===== src/rtl/alu_pkg.sv =====
// Shared definitions for the ALU command issuer: opcodes, FSM state type, default widths.
package alu_pkg;

  localparam int DATA_W_DEF = 8;
  localparam int CMD_W_DEF  = 3;
  localparam int RES_W_DEF  = 2 * DATA_W_DEF;

  localparam logic [2:0] OP_ADD  = 3'd0;
  localparam logic [2:0] OP_SUB  = 3'd1;
  localparam logic [2:0] OP_AND  = 3'd2;
  localparam logic [2:0] OP_OR   = 3'd3;
  localparam logic [2:0] OP_NOT  = 3'd4;
  localparam logic [2:0] OP_LAST = 3'd4;

  typedef enum logic [1:0] {
    IDLE = 2'd0,
    EXEC = 2'd1,
    RESP = 2'd2
  } state_t;

endpackage


===== src/rtl/alu_cmd_issuer.sv =====
// Issues operand/command requests to a sibling combinational ALU and returns the registered result.
// Optional ALU_ISSUER_FLAGS_EN adds registered res_zero/res_neg flag outputs.
module alu_cmd_issuer
  import alu_pkg::*;
#(
  parameter int DATA_W = DATA_W_DEF,
  parameter int CMD_W  = CMD_W_DEF,
  parameter int RES_W  = 2 * DATA_W
) (
  input  logic              clk,
  input  logic              rst_n,
  input  logic              req_valid,
  output logic              req_ready,
  input  logic [DATA_W-1:0] req_a,
  input  logic [DATA_W-1:0] req_b,
  input  logic [CMD_W-1:0]  req_cmd,
  output logic [DATA_W-1:0] alu_a,
  output logic [DATA_W-1:0] alu_b,
  output logic [CMD_W-1:0]  alu_cmd,
  output logic              alu_en,
  input  logic [RES_W-1:0]  alu_d,
  output logic              res_valid,
  input  logic              res_ready,
  output logic [RES_W-1:0]  res_data,
`ifdef ALU_ISSUER_FLAGS_EN
  output logic              res_zero,
  output logic              res_neg,
`endif
  output logic              res_err
);

  state_t           state;
  logic             accept;
  logic             illegal_p0;
  logic [RES_W-1:0] result_p0;

  // In RESP a new request may only enter in the same cycle the held result retires.
  assign req_ready = (state == IDLE) | ((state == RESP) & res_ready);
  assign accept    = req_valid & req_ready;

  // Stage p0: ALU output as seen during EXEC; illegal commands are forced to a zero result.
  assign illegal_p0 = (alu_cmd > CMD_W'(OP_LAST));
  assign result_p0  = illegal_p0 ? '0 : alu_d;

  always_ff @(posedge clk or negedge rst_n) begin
    if (!rst_n) begin
      state     <= IDLE;
      alu_a     <= '0;
      alu_b     <= '0;
      alu_cmd   <= '0;
      alu_en    <= 1'b0;
      res_valid <= 1'b0;
      res_data  <= '0;
      res_err   <= 1'b0;
`ifdef ALU_ISSUER_FLAGS_EN
      res_zero  <= 1'b0;
      res_neg   <= 1'b0;
`endif
    end else begin
      case (state)
        IDLE: begin
          if (accept) begin
            alu_a   <= req_a;
            alu_b   <= req_b;
            alu_cmd <= req_cmd;
            alu_en  <= 1'b1;
            state   <= EXEC;
          end
        end
        EXEC: begin
          res_data  <= result_p0;
          res_err   <= illegal_p0;
`ifdef ALU_ISSUER_FLAGS_EN
          res_zero  <= (result_p0 == '0);
          res_neg   <= result_p0[RES_W-1];
`endif
          res_valid <= 1'b1;
          alu_en    <= 1'b0;
          state     <= RESP;
        end
        RESP: begin
          if (res_ready) begin
            res_valid <= 1'b0;
            if (req_valid) begin
              alu_a   <= req_a;
              alu_b   <= req_b;
              alu_cmd <= req_cmd;
              alu_en  <= 1'b1;
              state   <= EXEC;
            end else begin
              state   <= IDLE;
            end
          end
        end
        default: state <= IDLE;
      endcase
    end
  end

endmodule

===== config.mk =====
export PLATFORM = sky130hd
export DESIGN_NAME = alu_cmd_issuer
export DESIGN_NICKNAME = d
export VERILOG_FILES = /design/src/rtl/alu_pkg.sv /design/src/rtl/alu_cmd_issuer.sv
export SDC_FILE = /design/constraint.sdc
export NUM_CORES = 1
export LEC_CHECK = 0
export CORE_MARGIN = 8
export CORE_UTILIZATION = 50
export CTS_BUF_LIST = sky130_fd_sc_hd__clkbuf_8
export DETAILED_ROUTE_END_ITERATION = 10
export DONT_BUFFER_PORTS = 1
export GPL_TIMING_DRIVEN = 0
export RECOVER_POWER = 25
export SYNTH_ARGS = -nofsm -noshare
export SYNTH_HDL_FRONTEND = slang
export SYNTH_SLANG_ARGS = --single-unit

===== constraint.sdc =====
create_clock -name clk -period 1.93 [get_ports clk]
set_input_delay 0.193 -clock clk [delete_from_list [all_inputs] [get_ports clk]]
set_output_delay 0.193 -clock clk [all_outputs]
set_load 0.01 [all_outputs]

==> results of run 1 <==
kinds of logic after synthesis:
family	synth area share, %
flip-flops	62.2
AO/OA/AOI/OAI	10.7
multiplexers	18.4
AND/OR/NAND/NOR	4.97
buffers and inverters	3.73
metrics by stage:
| step | instances | utilization [%] | hold slack, ps | power [W] | instance area (um2) |
|---|---|---|---|---|---|
| final | 150 | 58.1 | 40.4 | 0.00251 | 1770 |
| after global routing | 150 | 58.1 | 24.3 | 0.00267 | 1770 |
| after CTS | 150 | 58.6 | 29.1 | 0.00257 | 1790 |
| after detailed placement | 140 | 54.5 | -101 | 0.00198 | 1670 |
| after global placement | 140 | 54.5 | -102 | 0.00196 | 1670 |
| after floorplan | 96 | - | -103 | 0.00185 | 1610 |
metal layers:
layer	vias to the layer above	GRT usage [%]
li1	365	-
met2	46	18.1
met5	-	0
met3	6	6.59
met4	0	5.33
met1	418	13.7
state kept, by name, summed over array words and instances, names as in the netlist:
register	count
state	2
alu_a	8
res_data	16
alu_en	1
alu_cmd	3
res_valid	1
alu_b	8
res_err	1
worst reg2reg max path: stages, from the launching register on:
cell	delay, ps
dfrtp_1	430
nor2b_4	160
nor3b_4	220
buf_6	210
mux2_4	310
cells in the mapped netlist:
master / n / area [um2]
nor2b_4: 1 / 13.8
nor3b_4: 1 / 18.8
inv_1: 1 / 3.75
nand2b_2: 1 / 8.76
mux2_4: 19 / 285
dfrtp_1: 40 / 1000
nor2_1: 1 / 3.75
a22o_1: 16 / 140
mux2_1: 1 / 11.3
or2b_1: 1 / 7.51
a21oi_1: 4 / 20.0
nand2_1: 2 / 7.51
o21ai_0: 1 / 5.00
nor2_8: 1 / 20.0
o21a_1: 1 / 7.51
buf_6: 5 / 56.3
cell usage in the layout (no fill, tap or decap):
master | synthesis | routed
or2b_1 | 1 | 1
mux2_1 | 1 | 1
nor3b_4 | 1 | 1
nand2_1 | 2 | 2
nand2b_2 | 1 | 1
a21oi_1 | 4 | 4
clkbuf_2 | 0 | 1
nor2b_4 | 1 | 1
o21ai_0 | 1 | 1
nor2_1 | 1 | 1
clkinvlp_4 | 0 | 1
a22o_1 | 16 | 16
nor2_8 | 1 | 1
dlygate4sd3_1 | 0 | 1
dfrtp_1 | 40 | 40
mux2_4 | 19 | 19
o21a_1 | 1 | 1
buf_6 | 5 | 5
inv_1 | 1 | 2
clkbuf_8 | 0 | 6
area by class of cell:
type / instances / area [um2]
fill: 253 / 1280
sequential: 40 / 1000
multi-input combinational: 50 / 549
clock buffer: 6 / 82.6
buffer: 5 / 56.3
tap: 44 / 55.1
timing repair buffer: 2 / 15.0
clock inverter: 2 / 11.3
inverter: 1 / 3.75
worst paths after layout:
kind                                            from                       to  cells past startpoint
max in group asynchronous                      rst_n    res_valid$_DFFE_PN0P_                      2
worst max register to register  state[1]$_DFFE_PN0P_     alu_a[7]$_DFFE_PN0P_                      4
worst min register to register  state[1]$_DFFE_PN0P_    res_valid$_DFFE_PN0P_                      1
worst min-delay path                        alu_d[9]  res_data[9]$_DFFE_PN0P_                      1
min in group asynchronous                      rst_n     alu_b[5]$_DFFE_PN0P_                      2
worst max-delay path            state[1]$_DFFE_PN0P_     alu_a[7]$_DFFE_PN0P_                      4
power by group through the flow:
stage | registers, W | clock network, W | logic (W)
5_1_grt | 0.00150 | 0.000613 | 0.000549
6_report | 0.00146 | 0.000549 | 0.000500
2_1_floorplan | 0.00140 | 0 | 0.000442
4_1_cts | 0.00147 | 0.000576 | 0.000516
3_5_place_dp | 0.00149 | 0 | 0.000488
3_3_place_gp | 0.00148 | 0 | 0.000477
==> out/metrics.csv, run 1 <==
stage,metric,value,unit
power,Pwr Density,1410,nW/um2
cts,TritonCTS clock tree,yes,
placement,gp weighted congestion,0.635,
floorplanning,Ports,78,
floorplanning,core area,3050,um2
sta,Slew @ Worst Pin,955,ps
route,Vias/cell,5.57,
placement,Post-DP HPWL,2370,um
grt,vias in the first global route,898,
synth,sequential fraction of the synthesis area,62.2,%
sta,Final Slew Violations,0,
synth,Mapped Area,1610,um2
floorplanning,Die H,72.8,um
placement,pre-CTS setup slack,485,ps
grt,first-pass GRT wire length,4970,um
synth,Syn Nets,135,
synth,Seq cells post-synth,40,
power,P_int,0.00172,W
route,vias,835,
critical_path,Critical-path top delay cell,dfrtp_1,
sta,Final Cycle Share,75.1,%
power,clock share of power,21.9,%
critical_path,top cell family by delay on the critical path,flip-flops,
route,met3 WL,430,um
layout,ratio of cells with drive above 1 in the final layout,34.0,%
grt,initial antenna violation count,0,
cts,clock buffer depth,2,
cts,Post-CTS Resized,0,
power,sequential power share,58.2,%
floorplanning,Placement Rows,20,
floorplanning,die area,5290,um2
critical_path,"Critical Path, Cell by Cell",nor2b_4 -> nor3b_4 -> buf_6 -> mux2_4,
grt,gr usage total,12.0,%
critical_path,CP Capture Type,register,
cts,Skew-Pair Late Insertion Delay,280,ps
cts,hold buffer count at cts,2,
sta,Final WS setup,481,ps
route,final WL,3200,um
floorplanning,starting density of the core,52.7,%
critical_path,CP startpoint kind,register,
sta,"Hold Violations, Final",0,
floorplanning,chip width,72.8,um
critical_path,R2R setup slack,480,ps
layout,Nets,144,
sta,Layout Skew,8.65,ps
cts,post-CTS setup buffers,0,
route,Final ANT Viol Nets,0,
route,drt first pass iters,4,
sta,final setup TNS,0,ps
power,Logic pwr share,19.9,%
route,wire per inst,21.4,um
flow_run,Max-Cap Viols,0,
sta,Worst slew margin,36.3,%
sta,FMAX,690,MHz
synth,syn avg cell area,16.8,um2
cts,CTS Buf Count,5,
route,wire length on met2,1570,um
critical_path,Worst EP required,2100,ps
grt,grt total ovfl,0,
power,peak supply drop,0.598,mV
placement,Port Buffers,0,
critical_path,"Largest stage delay, worst path",430,ps
cts,clock root cell,clkbuf_8,
critical_path,Critical Setup Path Class,register to register,
route,wire length on met1,1170,um
critical_path,Worst Path Arrival,1620,ps
synth,Yosys cell types,16,
cts,total clock sinks,40,
cts,"Reg clk slew, reported paths",80,ps
hold_path,Hold Crit Class,input pin to register,
critical_path,Worst Path Buf+Inv,1,
power,leakage power,0.830,nW
power,sw frac,31.5,%
sta,Final setup viols,0,
layout,Antenna Diode Count,0,
route,Max Used Layer,met4,
synth,yosys warns,0,
synth,Mapped Cells,96,
sta,post-layout minimum cycle time,1450,ps
cts,H-tree depth,2,
route,Initial DRC Count,32,
status,outcome,finished clean,
grt,pin count of the biggest net entering global routing,41,
sta,RSZ-0062 raised after global routing,no,
critical_path,CP max FO,10,
route,DRC,0,
layout,Area Overhead vs Synth,10.2,%
power,Switch Pwr,0.000789,W
No activity file was read; power rests on OpenSTA's default activity.
==> run 2, diff against run 1 <==
--- a/config.mk
+++ b/config.mk
@@ -11,6 +11,7 @@
 export DETAILED_ROUTE_END_ITERATION = 10
 export DONT_BUFFER_PORTS = 1
 export GPL_TIMING_DRIVEN = 0
+export PLACE_DENSITY = 0.68
 export RECOVER_POWER = 25
 export SYNTH_ARGS = -nofsm -noshare
 export SYNTH_HDL_FRONTEND = slang
==> constraint.sdc (replaced) <==
create_clock -name clk -period 1.28 [get_ports clk]
set_input_delay 0.128 -clock clk [delete_from_list [all_inputs] [get_ports clk]]
set_output_delay 0.128 -clock clk [all_outputs]
set_load 0.01 [all_outputs]
==> run 2 against run 1 <==
The run now ends with negative setup slack left. Clock power grew 51%. Die area is the same. Cell count grew 27%. Sequential share of layout area shrank 10 points. Sequential power grew 51%. Clock skew shrank 4.0 ps. Via count grew 19%. Global-route usage grew 3.2 points.
==> out/metrics.csv, run 2 (same netlist as run 1, synthesis figures left out) <==
stage,metric,value,unit,change
status,outcome,"finished, violations left",,
status,failing checks,negative setup slack,,
layout,"commonest cells after routing, fill and taps aside","dfrtp_1 (40), dlygate4sd3_1 (36), mux2_4 (19)",,
route,drt first pass iters,4,,unchanged
sta,post-layout minimum cycle time,1420,ps,-27.5 ps
route,wire per inst,20.3,um,-5.1%
cts,Skew-Pair Late Insertion Delay,290,ps,about the same
grt,initial antenna violation count,0,,unchanged
route,final WL,3850,um,+20%
sta,FMAX,703,MHz,+1.9%
power,Pwr Density,1830,nW/um2,+29%
power,leakage power,1.01,nW,+22%
placement,gp weighted congestion,0.683,,+7.6%
cts,total clock sinks,40,,unchanged
cts,clock root cell,clkbuf_8,,
layout,max FFs per register,16,,unchanged
floorplanning,chip width,72.8,um,unchanged
sta,Final Slew Violations,0,,unchanged
cts,clock buffer depth,2,,unchanged
layout,Nets,184,,+28%
cts,TritonCTS clock tree,yes,,
placement,Port Buffers,0,,unchanged
placement,pre-CTS setup slack,-151,ps,-636 ps
critical_path,Worst EP required,1460,ps,-640 ps
layout,Antenna Diode Count,0,,unchanged
placement,placed instance count,140,,unchanged
floorplanning,Die H,72.8,um,unchanged
cts,CTS Buf Count,5,,unchanged
cts,H-tree depth,2,,unchanged
sta,Final Cycle Share,111,%,+36 points
critical_path,CP startpoint kind,register,,
sta,Fin Hold WS,35.7,ps,-4.75 ps
critical_path,CP max FO,10,,unchanged
grt,grt total ovfl,0,,unchanged
critical_path,CP Capture Type,register,,
sta,Slew @ Worst Pin,841,ps,-114 ps
layout,Layout Cells excl Fill,190,,+27%
layout,Top Registers,"res_data (16), alu_a (8), alu_b (8)",,
sta,"Hold Violations, Final",0,,unchanged
cts,"Reg clk slew, reported paths",70,ps,about the same
floorplanning,Placement Rows,20,,unchanged
sta,Layout Skew,4.68,ps,-3.97 ps
grt,vias in the first global route,1162,,+29%
placement,Post-DP HPWL,2370,um,about the same
flow_run,Max-Cap Viols,0,,unchanged
critical_path,Critical Setup Path Class,register to register,,
sta,final setup TNS,-3170,ps,-3170 ps
floorplanning,starting density of the core,52.7,%,unchanged
sta,RSZ-0062 raised after global routing,yes,,
sta,Final WS setup,-142,ps,-623 ps
sta,Final setup viols,35,,+35
floorplanning,die area,5290,um2,unchanged
layout,Area Overhead vs Synth,34.7,%,
route,Vias/cell,5.25,,-5.7%
sta,Worst slew margin,43.9,%,+7.6 points
critical_path,Worst Path Arrival,1600,ps,-20 ps
layout,"most common cell after layout, fill and taps aside",dfrtp_1,,
route,Initial DRC Count,30,,-6.3%
route,vias,997,,+19%
floorplanning,Ports,78,,unchanged
grt,pin count of the biggest net entering global routing,41,,unchanged
grt,gr usage total,15.2,%,+3.2 points
route,DRC,0,,unchanged
grt,first-pass GRT wire length,6110,um,+23%
hold_path,Hold Crit Class,input pin to register,,
power,peak supply drop,0.824,mV,+38%
layout,ratio of cells with drive above 1 in the final layout,27.4,%,-6.6 points
floorplanning,core area,3050,um2,unchanged
layout,Largest Register,res_data,,
route,Final ANT Viol Nets,0,,unchanged
==> run 2: cell types whose count changed in the layout (fill, tap and decap cells not counted) <==
| cell | delta |
|---|---|
| inv_1 | +1 |
| buf_6 | +1 |
| clkbuf_2 | -1 |
| dlygate4sd3_1 | +35 |
| buf_2 | +1 |
| buf_4 | +3 |
| buf_8 | +1 |
| clkinvlp_4 | -1 |
==> run 2: worst paths after layout <==
| kind | start | to | slack, ps | depth (start not counted) |
|---|---|---|---|---|
| max in group asynchronous | rst_n | alu_a[3]$_DFFE_PN0P_ | 260 | 2 |
| worst max-delay path | state[1]$_DFFE_PN0P_ | alu_a[5]$_DFFE_PN0P_ | -140 | 4 |
| worst min-delay path | req_valid | alu_en$_DFFE_PN0P_ | 40 | 2 |
| worst max register to register | state[1]$_DFFE_PN0P_ | alu_a[5]$_DFFE_PN0P_ | -140 | 4 |
| min in group asynchronous | rst_n | alu_b[4]$_DFFE_PN0P_ | 500 | 2 |
| worst min register to register | res_data[9]$_DFFE_PN0P_ | res_data[9]$_DFFE_PN0P_ | 590 | 1 |
==> run 2: what timing repair did <==
item                                    in CTS  in global routing
endpoints found under the hold margin       75                  0
gates cloned                                 1                  1
endpoints found under the setup margin      19                 30
setup buffers                                1                  2
resized for setup                            2                  3
hold buffers                                37                  0
pin swaps                                    0                  2
==> run 2: final cells by class <==
type / count / area [um2]
buffer: 5 / 60.1
tap: 44 / 55.1
inverter: 1 / 3.75
multi-input combinational: 50 / 549
sequential: 40 / 1000
fill: 214 / 883
clock buffer: 6 / 82.6
timing repair buffer: 42 / 410
clock inverter: 2 / 7.51
==> run 2: power by group <==
| part | internal (W) | switching, W |
|---|---|---|
| combinational | 0.000604 | 0.000325 |
| clock | 0.000423 | 0.000403 |
| sequential | 0.00168 | 0.000538 |
==> run 2: per-stage QoR <==
step                      utilization [%]  power, W  cell area [um2]
final                                71.1   0.00397             2170
after detailed placement             54.5   0.00298             1670
after CTS                            70.6   0.00397             2150
after floorplan                         -   0.00278             1610
after global routing                 71.1   0.00417             2170
after global placement               54.5   0.00295             1670
==> run 2: critical path: stages (launching register included) <==
cell	delay, ps
dfrtp_1	390
nor2b_4	140
nor3b_4	250
buf_6	210
mux2_4	310
==> run 2: layer usage <==
layer  global-route usage [%]  vias up  wire length [um]
met3                     8.65        5               451
met2                     25.6       51              2010
met4                     4.00        0                34
met1                     15.8      498              1350
li1                         -      443                 -
met5                        0        -                 0
